[src/rtl/forward_ctrl.sv]
// Operand-forwarding and load-use hazard control for a 5-stage pipeline.
// Shadows the EX/MEM/WB register specifiers and selects the bypass source.
module forward_ctrl #(
  parameter int REG_W = 5
) (
  input  logic             clk,
  input  logic             reset,
  input  logic             hold,
  input  logic             flush,
  input  logic             id_valid,
  input  logic [REG_W-1:0] id_rs,
  input  logic [REG_W-1:0] id_rt,
  input  logic [REG_W-1:0] id_dest,
  input  logic             id_regwrite,
  input  logic             id_memread,
  output logic [1:0]       fwd_a_sel,
  output logic [1:0]       fwd_b_sel,
  output logic             load_use_stall
);

  localparam logic [1:0] SEL_RF  = 2'b00;
  localparam logic [1:0] SEL_MEM = 2'b01;
  localparam logic [1:0] SEL_WB  = 2'b10;

  // _p0 = EX shadow, _p1 = MEM shadow, _p2 = WB shadow
  logic             r_vld_p0, r_vld_p1, r_vld_p2;
  logic [REG_W-1:0] r_dest_p0, r_dest_p1, r_dest_p2;
  logic             r_regwrite_p0, r_regwrite_p1, r_regwrite_p2;
  logic             r_memread_p0, r_memread_p1, r_memread_p2;
  logic [REG_W-1:0] r_rs_p0, r_rt_p0;

  logic w_stall_raw;
  logic w_unused_wb_memread;

  // Youngest valid producer wins; register 0 is hard-wired and never a source.
  function automatic logic [1:0] fwd_sel(input logic [REG_W-1:0] src);
    logic [1:0] sel;
    sel = SEL_RF;
    if (r_vld_p0) begin
      if (r_vld_p1 && r_regwrite_p1 && (r_dest_p1 != '0) && (r_dest_p1 == src))
        sel = SEL_MEM;
      else if (r_vld_p2 && r_regwrite_p2 && (r_dest_p2 != '0) && (r_dest_p2 == src))
        sel = SEL_WB;
    end
    return sel;
  endfunction

  assign fwd_a_sel = fwd_sel(r_rs_p0);
  assign fwd_b_sel = fwd_sel(r_rt_p0);

  assign w_stall_raw = r_vld_p0 && r_memread_p0 && (r_dest_p0 != '0) && id_valid &&
                       ((r_dest_p0 == id_rs) || (r_dest_p0 == id_rt));
  assign load_use_stall = w_stall_raw && !hold && !reset;

  // WB memread is shadowed for completeness but no rule consumes it.
  assign w_unused_wb_memread = r_memread_p2;

  always_ff @(posedge clk) begin
    if (reset) begin
      r_vld_p0      <= 1'b0;
      r_dest_p0     <= '0;
      r_regwrite_p0 <= 1'b0;
      r_memread_p0  <= 1'b0;
      r_rs_p0       <= '0;
      r_rt_p0       <= '0;
      r_vld_p1      <= 1'b0;
      r_dest_p1     <= '0;
      r_regwrite_p1 <= 1'b0;
      r_memread_p1  <= 1'b0;
      r_vld_p2      <= 1'b0;
      r_dest_p2     <= '0;
      r_regwrite_p2 <= 1'b0;
      r_memread_p2  <= 1'b0;
    end else if (!hold) begin
      // ID -> EX: squashed or stalled slots enter EX as an all-zero bubble
      if (flush || load_use_stall) begin
        r_vld_p0      <= 1'b0;
        r_dest_p0     <= '0;
        r_regwrite_p0 <= 1'b0;
        r_memread_p0  <= 1'b0;
        r_rs_p0       <= '0;
        r_rt_p0       <= '0;
      end else begin
        r_vld_p0      <= id_valid;
        r_dest_p0     <= id_dest;
        r_regwrite_p0 <= id_regwrite;
        r_memread_p0  <= id_memread;
        r_rs_p0       <= id_rs;
        r_rt_p0       <= id_rt;
      end
      // EX -> MEM
      r_vld_p1      <= r_vld_p0;
      r_dest_p1     <= r_dest_p0;
      r_regwrite_p1 <= r_regwrite_p0;
      r_memread_p1  <= r_memread_p0;
      // MEM -> WB
      r_vld_p2      <= r_vld_p1;
      r_dest_p2     <= r_dest_p1;
      r_regwrite_p2 <= r_regwrite_p1;
      r_memread_p2  <= r_memread_p1;
    end
  end

endmodule

[config.mk]
export PLATFORM = sky130hd
export DESIGN_NAME = forward_ctrl
export DESIGN_NICKNAME = d
export VERILOG_FILES = /design/src/rtl/forward_ctrl.sv
export SDC_FILE = /design/constraint.sdc
export NUM_CORES = 1
export LEC_CHECK = 0
export ABC_AREA = 1
export BUFFER_PORTS_ARGS = -buffer_cell sky130_fd_sc_hd__buf_2
export CORE_UTILIZATION = 45
export CTS_BUF_LIST = sky130_fd_sc_hd__clkbuf_4 sky130_fd_sc_hd__clkbuf_8
export CTS_CLUSTER_DIAMETER = 200
export DETAILED_ROUTE_END_ITERATION = 6
export PLACE_DENSITY = 0.65
export SYNTH_ARGS = -nofsm -noshare
export SYNTH_HDL_FRONTEND = slang
export SYNTH_SLANG_ARGS = --single-unit
[constraint.sdc]
create_clock -name clk -period 2.7 [get_ports clk]
set_input_delay 0.675 -clock clk [delete_from_list [all_inputs] [get_ports clk]]
set_output_delay 0.675 -clock clk [all_outputs]
set_load 0.05 [all_outputs]
==> results of run 1 <==
flip-flops by register name, indices dropped and copies added, names as in the netlist:
name	cells
r_dest_p2	5
r_dest_p1	5
r_regwrite_p2	1
r_regwrite_p0	1
r_dest_p0	5
r_rt_p0	5
r_vld_p1	1
r_memread_p0	1
r_vld_p2	1
r_regwrite_p1	1
r_rs_p0	5
r_vld_p0	1
how the worst min path moves through the flow:
stage	slack (ns)	depth (start not counted)	endpoint	from
after floorplan	0.44	2	r_memread_p0	r_memread_p0
after global placement	0.45	2	r_memread_p0	r_memread_p0
after detailed placement	0.46	2	r_memread_p0	r_memread_p0
after CTS	0.47	2	r_memread_p0	r_memread_p0
after global routing	0.51	2	r_regwrite_p0	r_regwrite_p0
final	0.47	2	r_memread_p0	r_memread_p0
layer usage:
metal	up-vias	share of wire
met1	732	0.50
met3	5	0.036
li1	896	-
met2	32	0.46
met4	0	0.0097
met5	-	0
report_power, final:
group | switching, mW | internal (mW) | total (mW) | leakage [nW]
logic | 0.0907 | 0.0642 | 0.155 | 0.667
clock network | 0.172 | 0.284 | 0.456 | 0.0586
registers | 0.0254 | 0.495 | 0.520 | 0.262
total | 0.288 | 0.843 | 1.13 | 0.988
tightest hold or removal path, stage by stage (launching register included):
cell and delay [ns]:
dfxtp_1 0.31, nand2_1 0.06, a21oi_1 0.05
layout make-up:
class                           count  area [sq um]  area share
Clock inverter                      2         35.03     0.01666
Tap cell                           50         62.56     0.02974
Sequential cell                    32         640.6      0.3046
Timing Repair Buffer               29         152.6     0.07258
Inverter                           34         127.6     0.06068
Clock buffer                        6         76.32     0.03629
Multi-Input combinational cell    189          1008      0.4795
through the flow:
stage / power, mW / util
after floorplan: 0.6467 / -
after global placement: 0.6832 / 0.4980
after detailed placement: 0.6848 / 0.4980
after CTS: 1.141 / 0.5258
after global routing: 1.189 / 0.5258
final: 1.131 / 0.5258
cell usage in the layout, fill, tap and decap left out, types with 3 or more instances in the layout:
master	count
nand2_1	45
nor2_1	40
dfxtp_1	32
inv_1	30
buf_2	26
a21oi_1	20
nand3_1	18
o21ai_0	16
xnor2_1	9
xor2_1	9
nand3_2	9
a21oi_2	9
nor3_1	6
clkbuf_8	5
inv_2	3
buf_4	3
cell families after synthesis:
group,count (synthesis)
compound gates,47
xor+xnor,18
buf+inv,45
flops,32
simple gates,124
==> impl_metrics.csv, run 1 <==
group,metric,value,unit
global_routing,grt_max_degree,48,
global_routing,grt_util_all_layers,0.2090,
clock_tree,cts_tree,"yes",
timing,fmax,0.4131,GHz
timing,worstMarginPinSlew,0.6636,ns
global_routing,grt.met3_usage,0.04966,
timing,rsz0062_at_grt,"false",
yosys,synth_top_area_cell,"dfxtp_1",
routing,wl,4113,um
global_routing,grt_pass1_vias,1512,
timing,finalHoldViolCount,0,
timing,fin_setup_tns,0,ns
final_layout,stdcell_count,342,
worst_hold_path,hp-class,"reg2reg",
floorplanning,io_pins,27,
critical_path,worst_ep_required_time,2.03,ns
yosys,synth_top_family_by_area,"simple AND/OR/NAND/NOR gates",
yosys,netlist_top_cells_area,"dfxtp_1, nand2_1, nor2_1",
global_routing,grt_first_pass_wirelength,6969,um
critical_path,critPathLaunchType,"register",
yosys,synthFlopType,"dfxtp_1",
routing,postRouteAntennaNets,0,
power,p_leak,0.9884,nW
yosys,syn_avg_cell_area,7.089,sq um
clock_tree,ctsHoldBuffers,0,
floorplanning,die_w,66.73,um
yosys,synthCells,266,
yosys,ys_types,28,
critical_path,slowest_delay,0.39,ns
yosys,yosysMostFrequentCell,"nand2_1",
yosys,ys_warn_count,0,
routing,first_pass_iters,6,
yosys,ys_top_cells_by_count,"nand2_1, nor2_1, dfxtp_1, inv_1, a21oi_1",
floorplanning,initial_core_util,0.4714,
timing,fin_hold_ws,0.4695,ns
final_layout,fill_cells,424,
critical_path,cpMostUsedCell,"nor2_1",
yosys,yosysTopAreaCellShare,0.3397,
power,ir_worst_vdd,0.3304,mV
yosys,synthSimpleGateAreaFrac,0.3033,
clock_tree,clock_path_buffers,2,
yosys,synth_edf_count,0,
run_status,status,"complete, no violations",
yosys,ys_seq_area_frac,0.3397,
timing,slew_headroom,0.5549,
placement,hpwlAfterDp,2913,um
global_routing,overflow,0,
routing,drc,0,
floorplanning,std_cell_rows,23,
critical_path,rr_startpoint,"r_dest_p0[4]",
placement,place_ws,0.4238,ns
yosys,muxShareOfSynthArea,0,
floorplanning,die_h,66.73,um
timing,finalCriticalPeriod,2.421,ns
clock_tree,insertion_delay,0.28,ns
global_routing,top_usage_layer,"met2",
routing,vias,1665,
final_layout,fin_nets,313,
yosys,synthArstFlopShare,0,
clock_tree,cts.sinks,32,
timing,timing.final.crit_share,0.8966,
final_layout,final_area,2103,sq um
clock_tree,clockRootBuffer,"clkbuf_8",
critical_path,endpoint_kind,"output pin",
floorplanning,die-area,4453,sq um
placement,dp.cells,334,
yosys,synthAdderAreaFrac,0,
critical_path,critPathLaunch,"r_dest_p1[1]",
timing,finalSetupViolCount,0,
yosys,syn_area,1886,sq um
final_layout,drive_above_1_share,0.2089,
timing,layout_setup_ws,0.2793,ns
routing,vias_per_cell,4.868,
critical_path,path_max_fanout,5,
critical_path,worstPathCellList,"xor2_1, or3_1, nor2_1, nand2_1, nor2_1, buf_2",
final_layout,area_delta_synth_final,11.55,%
routing,wl_per_cell,12.03,um
job,drv_cap,0,
critical_path,crit_arrival,1.75,ns
critical_path,path_depth,6,
clock_tree,cts-buffers-inserted,5,
floorplanning,core,4000,sq um
placement,dpl_cell_area,1992,sq um
global_routing,antenna_found_initial,0,
critical_path,crit_family,"simple AND/OR/NAND/NOR gates",
placement,routabilityCongestion,0.8010,
power,p_per_area,537.8,nW/um^2
yosys,synth-seq-cells,32,
critical_path,r2r_end,"r_rt_p0[4]",
final_layout,antenna_cells,0,
critical_path,critical_path.endpoint,"fwd_b_sel[0]",
clock_tree,ctsResizeCount,0,
clock_tree,cts_setup_buffers,0,
critical_path,worstSetupPathType,"reg2out",
timing,fin_skew,0.006339,ns
critical_path,worstRegToRegCells,10,
critical_path,cpMaxStageDelayCell,"or3_1",
yosys,synth_xor_area_frac,0.08361,
clock_tree,clkSlewWorstSetupHoldPaths,0.07,ns
clock_tree,cts_max_level,2,
yosys,syn_nets,288,
timing,drv_slew,0,
yosys,synth_compound_area_frac,0.1447,
critical_path,path_buf_inv,1,
global_routing,use_met2,0.3359,
placement,port_buffers,26,
critical_path,rrSetupSlack,1.15,ns
global_routing,grtUsageMet1,0.2705,
routing,drt_iter0_drc,88,
(Power assumes the default switching activity.)
==> run 2: changes to the inputs <==
Settings changed: CORE_UTILIZATION 45 to 50, PLACE_DENSITY 0.65 to 0.71.
==> run 2 against run 1 <==
Compared with the run above:
- non-clock buffer count stayed put
- final cell count is 1.2% lower
- flip-flop and latch count stayed put
- count of clock-buffer cells in the layout stayed put
- clock skew hardly changed
- clock power is 2% higher
- die area is 9.7% lower
- total power is 0.58% higher
- routed wire length hardly changed
- critical path type unchanged
- largest cell class unchanged
==> impl_metrics.csv, run 2 (same netlist as run 1, synthesis figures left out) <==
group,metric,value,unit
clock_tree,cts-buffers-inserted,5,
floorplanning,initial_core_util,0.5437,
worst_hold_path,hp-class,"reg2reg",
placement,hpwlAfterDp,2925,um
run_status,status,"complete, no violations",
routing,first_pass_iters,4,
placement,dpl_cell_area,1987,sq um
timing,finalCriticalPeriod,2.409,ns
job,drv_cap,0,
clock_tree,clockRootBuffer,"clkbuf_8",
timing,fin_skew,0.006459,ns
global_routing,grt_first_pass_wirelength,7624,um
clock_tree,ctsResizeCount,0,
routing,vias_per_cell,5.053,
floorplanning,core,3468,sq um
final_layout,fin_nets,313,
clock_tree,clock_path_buffers,2,
global_routing,antenna_found_initial,0,
routing,vias,1708,
critical_path,worst_ep_required_time,2.03,ns
timing,slew_headroom,0.5657,
routing,drc,0,
placement,routabilityCongestion,0.8825,
power,p_per_area,542.3,nW/um^2
timing,drv_slew,0,
routing,postRouteAntennaNets,0,
final_layout,final_cell_mix,"nand2_1, nor2_1, dfxtp_1",
final_layout,antenna_cells,0,
floorplanning,std_cell_rows,21,
floorplanning,io_pins,27,
global_routing,grt_util_all_layers,0.2415,
floorplanning,die-area,4021,sq um
final_layout,layout_commonest_cell,"nand2_1",
power,p_leak,0.9884,nW
critical_path,critPathLaunchType,"register",
global_routing,grt_max_degree,48,
timing,rsz0062_at_grt,"false",
clock_tree,clkSlewWorstSetupHoldPaths,0.07,ns
timing,worstMarginPinSlew,0.6474,ns
timing,fmax,0.4152,GHz
global_routing,grt_pass1_vias,1699,
timing,layout_setup_ws,0.2913,ns
power,ir_worst_vdd,0.2669,mV
clock_tree,cts_setup_buffers,0,
final_layout,drive_above_1_share,0.2089,
routing,wl,4112,um
power,finalPower,1.138,mW
timing,fin_setup_tns,0,ns
floorplanning,die_w,63.41,um
final_layout,final_area,2098,sq um
timing,finalSetupViolCount,0,
placement,place_ws,0.4653,ns
timing,finalHoldViolCount,0,
clock_tree,cts_tree,"yes",
clock_tree,ctsHoldBuffers,0,
clock_tree,cts.sinks,32,
timing,timing.final.crit_share,0.8921,
clock_tree,insertion_delay,0.28,ns
critical_path,endpoint_kind,"output pin",
critical_path,worstSetupPathType,"reg2out",
routing,wl_per_cell,12.17,um
clock_tree,cts_max_level,2,
routing,drt_iter0_drc,109,
global_routing,overflow,0,
final_layout,area_delta_synth_final,11.28,%
floorplanning,die_h,63.41,um
critical_path,crit_arrival,1.73,ns
critical_path,path_max_fanout,5,
placement,port_buffers,26,
-- run 2: cell counts in the layout (fill, tap and decap cells not counted) --
Identical to the previous run, type by type.
-- run 2: per-stage QoR --
stage / instances / utilization / hold slack [ns]
3_3_place_gp: 330 / 0.5729 / 0.4589
4_1_cts: 338 / 0.6050 / 0.4682
3_5_place_dp: 330 / 0.5729 / 0.4573
2_1_floorplan: 266 / - / 0.4411
5_1_grt: 338 / 0.6050 / 0.4788
6_report: 338 / 0.6050 / 0.4676
-- run 2: final timing paths --
| check | from | endpoint | slack [ns] | cells past startpoint |
|---|---|---|---|---|
| worst max-delay path | r_dest_p1[1] | fwd_b_sel[0] | 0.29 | 6 |
| worst min-delay path | r_memread_p0 | r_memread_p0 | 0.47 | 2 |
| worst max register to register | r_vld_p0 | r_rs_p0[0] | 1.17 | 9 |
| worst min register to register | r_memread_p0 | r_memread_p0 | 0.47 | 2 |
-- run 2: area by class of cell --
| cell class | count | area [sq um] |
|---|---|---|
| clock inverter | 2 | 35.03 |
| timing repair buffer | 29 | 152.6 |
| sequential | 32 | 640.6 |
| multi-input combinational | 189 | 1008 |
| inverter | 34 | 127.6 |
| fill | 361 | 1370 |
| tap | 46 | 57.56 |
| clock buffer | 6 | 76.32 |
-- run 2: power breakdown --
group | leakage (nW) | switching [mW] | internal [mW]
clock network | 0.0586 | 0.179 | 0.284
logic | 0.667 | 0.0908 | 0.0642
registers | 0.262 | 0.0253 | 0.495
-- run 2: critical path: stages (launching register included) --
cell and delay, ns:
dfxtp_1 0.36, xor2_1 0.17, or3_1 0.38, nor2_1 0.13, nand2_1 0.06, nor2_1 0.07
buf_2 0.26
-- run 2: per-layer routing --
layer,share of wire,GRT usage,vias up
met5,0,0,-
met4,0.013,0.08523,0
met3,0.036,0.04891,7
met2,0.46,0.4149,41
met1,0.49,0.2952,760
li1,-,-,900
==> run 3: changes to the inputs <==
Settings changed: CORE_UTILIZATION 50 to 57, GPL_TIMING_DRIVEN set to 0, PLACE_DENSITY 0.71 to 0.79.
==> run 3 against run 2 <==
Compared with the run above:
- first-iteration DRC count decreased by 30%
- critical path type unchanged
- final cell count increased by 1.8%
- register-to-register slack improved by 0.11 ns
- critical endpoint is now load_use_stall
- combinational power increased by 8%
- highest routed layer unchanged
- global-route usage increased by 3.2 points
==> impl_metrics.csv, run 3 (same netlist as run 1, synthesis figures left out) <==
group,metric,value,unit
run_status,status,"complete, no violations",
power,combPwrFrac,0.158,
critical_path,critPathLaunchType,"register",
clock_tree,clockRootBuffer,"clkbuf_4",
global_routing,grt_first_pass_wirelength,7127,um
critical_path,crit_arrival,1.83,ns
job,drv_cap,0,
routing,m1WireLength,2141,um
floorplanning,die-area,3542,sq um
final_layout,final_cell_mix,"nand2_1, nor2_1, dfxtp_1",
critical_path,path_max_fanout,10,
clock_tree,clkSlewWorstSetupHoldPaths,0.11,ns
clock_tree,cts_max_level,2,
placement,port_buffers,26,
clock_tree,cts_setup_buffers,0,
final_layout,area_delta_synth_final,14.40,%
timing,fmax,0.3988,GHz
final_layout,fin_nets,321,
timing,slew_headroom,0.6981,
worst_hold_path,hp-class,"reg2reg",
floorplanning,initial_core_util,0.6077,
clock_tree,ctsHoldBuffers,0,
floorplanning,io_pins,27,
power,switchingPower,0.2973,mW
routing,vias_per_cell,5.017,
critical_path,endpoint_kind,"output pin",
clock_tree,cts_tree,"yes",
placement,routabilityCongestion,0.8489,
critical_path,worst_ep_required_time,2.03,ns
final_layout,drive_above_1_share,0.2167,
floorplanning,core,3103,sq um
power,p_leak,1.032,nW
timing,worstMarginPinSlew,0.4529,ns
routing,vias,1726,
routing,wl_met3,113,um
final_layout,fin_util,0.6952,
global_routing,overflow,0,
routing,postRouteAntennaNets,0,
global_routing,grt_util_all_layers,0.2731,
power,p_clk_frac,0.349,
power,switching_share,0.2812,
clock_tree,clock_path_buffers,2,
routing,first_pass_iters,4,
routing,wl,4329,um
timing,timing.final.crit_share,0.9286,
timing,fin_skew,0.01176,ns
global_routing,grt_pass1_vias,1540,
floorplanning,die_h,59.52,um
power,p_per_area,490.3,nW/um^2
power,p_seq_frac,0.492,
clock_tree,cts-buffers-inserted,5,
routing,drc,0,
timing,finalSetupViolCount,0,
timing,finalHoldViolCount,0,
routing,drt_iter0_drc,76,
routing,wl_per_cell,12.58,um
timing,rsz0062_at_grt,"false",
clock_tree,cts.sinks,32,
final_layout,antenna_cells,0,
global_routing,antenna_found_initial,0,
timing,drv_slew,0,
critical_path,worstSetupPathType,"reg2out",
floorplanning,die_w,59.52,um
clock_tree,insertion_delay,0.34,ns
global_routing,grt_max_degree,12,
clock_tree,ctsResizeCount,0,
routing,dr_wl_met2,2030,um
power,finalPower,1.058,mW
final_layout,layout_commonest_cell,"nand2_1",
routing,routed.top_layer,"met4",
timing,finalCriticalPeriod,2.507,ns
power,ir_worst_vdd,0.2808,mV
power,internal_power,0.7602,mW
timing,fin_setup_tns,0,ns
placement,hpwlAfterDp,3261,um
floorplanning,std_cell_rows,20,
## run 3: power groups by stage
stage | sequential [mW] | combinational [mW] | clock, mW
3_5_place_dp | 0.531 | 0.166 | 0
2_1_floorplan | 0.523 | 0.123 | 0
4_1_cts | 0.520 | 0.168 | 0.374
5_1_grt | 0.524 | 0.187 | 0.399
6_report | 0.521 | 0.167 | 0.369
3_3_place_gp | 0.530 | 0.162 | 0
## run 3: metal layers
metal,track usage,vias to the layer above
met5,0,-
met4,0.06977,0
met3,0.04148,5
met2,0.4591,28
met1,0.3657,782
li1,-,911
## run 3: worst max-delay path, stage by stage, from the launching register on
cell	delay, ns
dfxtp_1	0.37
inv_1	0.12
nor2_1	0.15
and3_1	0.18
nand2_1	0.06
inv_2	0.06
nand2_4	0.10
buf_12	0.17
inv_1	0.04
buf_2	0.25
## run 3: final timing paths
check,startpoint,endpoint,slack [ns],cells past startpoint
hold reg to reg,r_memread_p0,r_memread_p0,0.47,2
hold / removal,r_memread_p0,r_memread_p0,0.47,2
setup / recovery,r_vld_p0,load_use_stall,0.19,9
setup reg to reg,r_vld_p0,r_dest_p0[3],1.28,9
## run 3: area by class of cell
cell class	count	area (sq um)
Buffer	11	115.1
Clock buffer	5	37.54
Clock inverter	3	42.54
Fill cell	314	945.9
Inverter	34	127.6
Multi-Input combinational cell	189	1008
Sequential cell	32	640.6
Tap cell	44	55.05
Timing Repair Buffer	26	130.1
## run 3: through the flow
step                      worst slack, ns  hold WS (ns)  cells  area [sq um]
final                              0.1927        0.4743    344          2157
after global routing              0.07866        0.4952    344          2157
after CTS                          0.1863        0.4742    344          2157
after detailed placement           0.2459        0.4586    336          2077
after global placement             0.2490        0.4570    336          2077
after floorplan                    0.2176        0.4411    266          1892
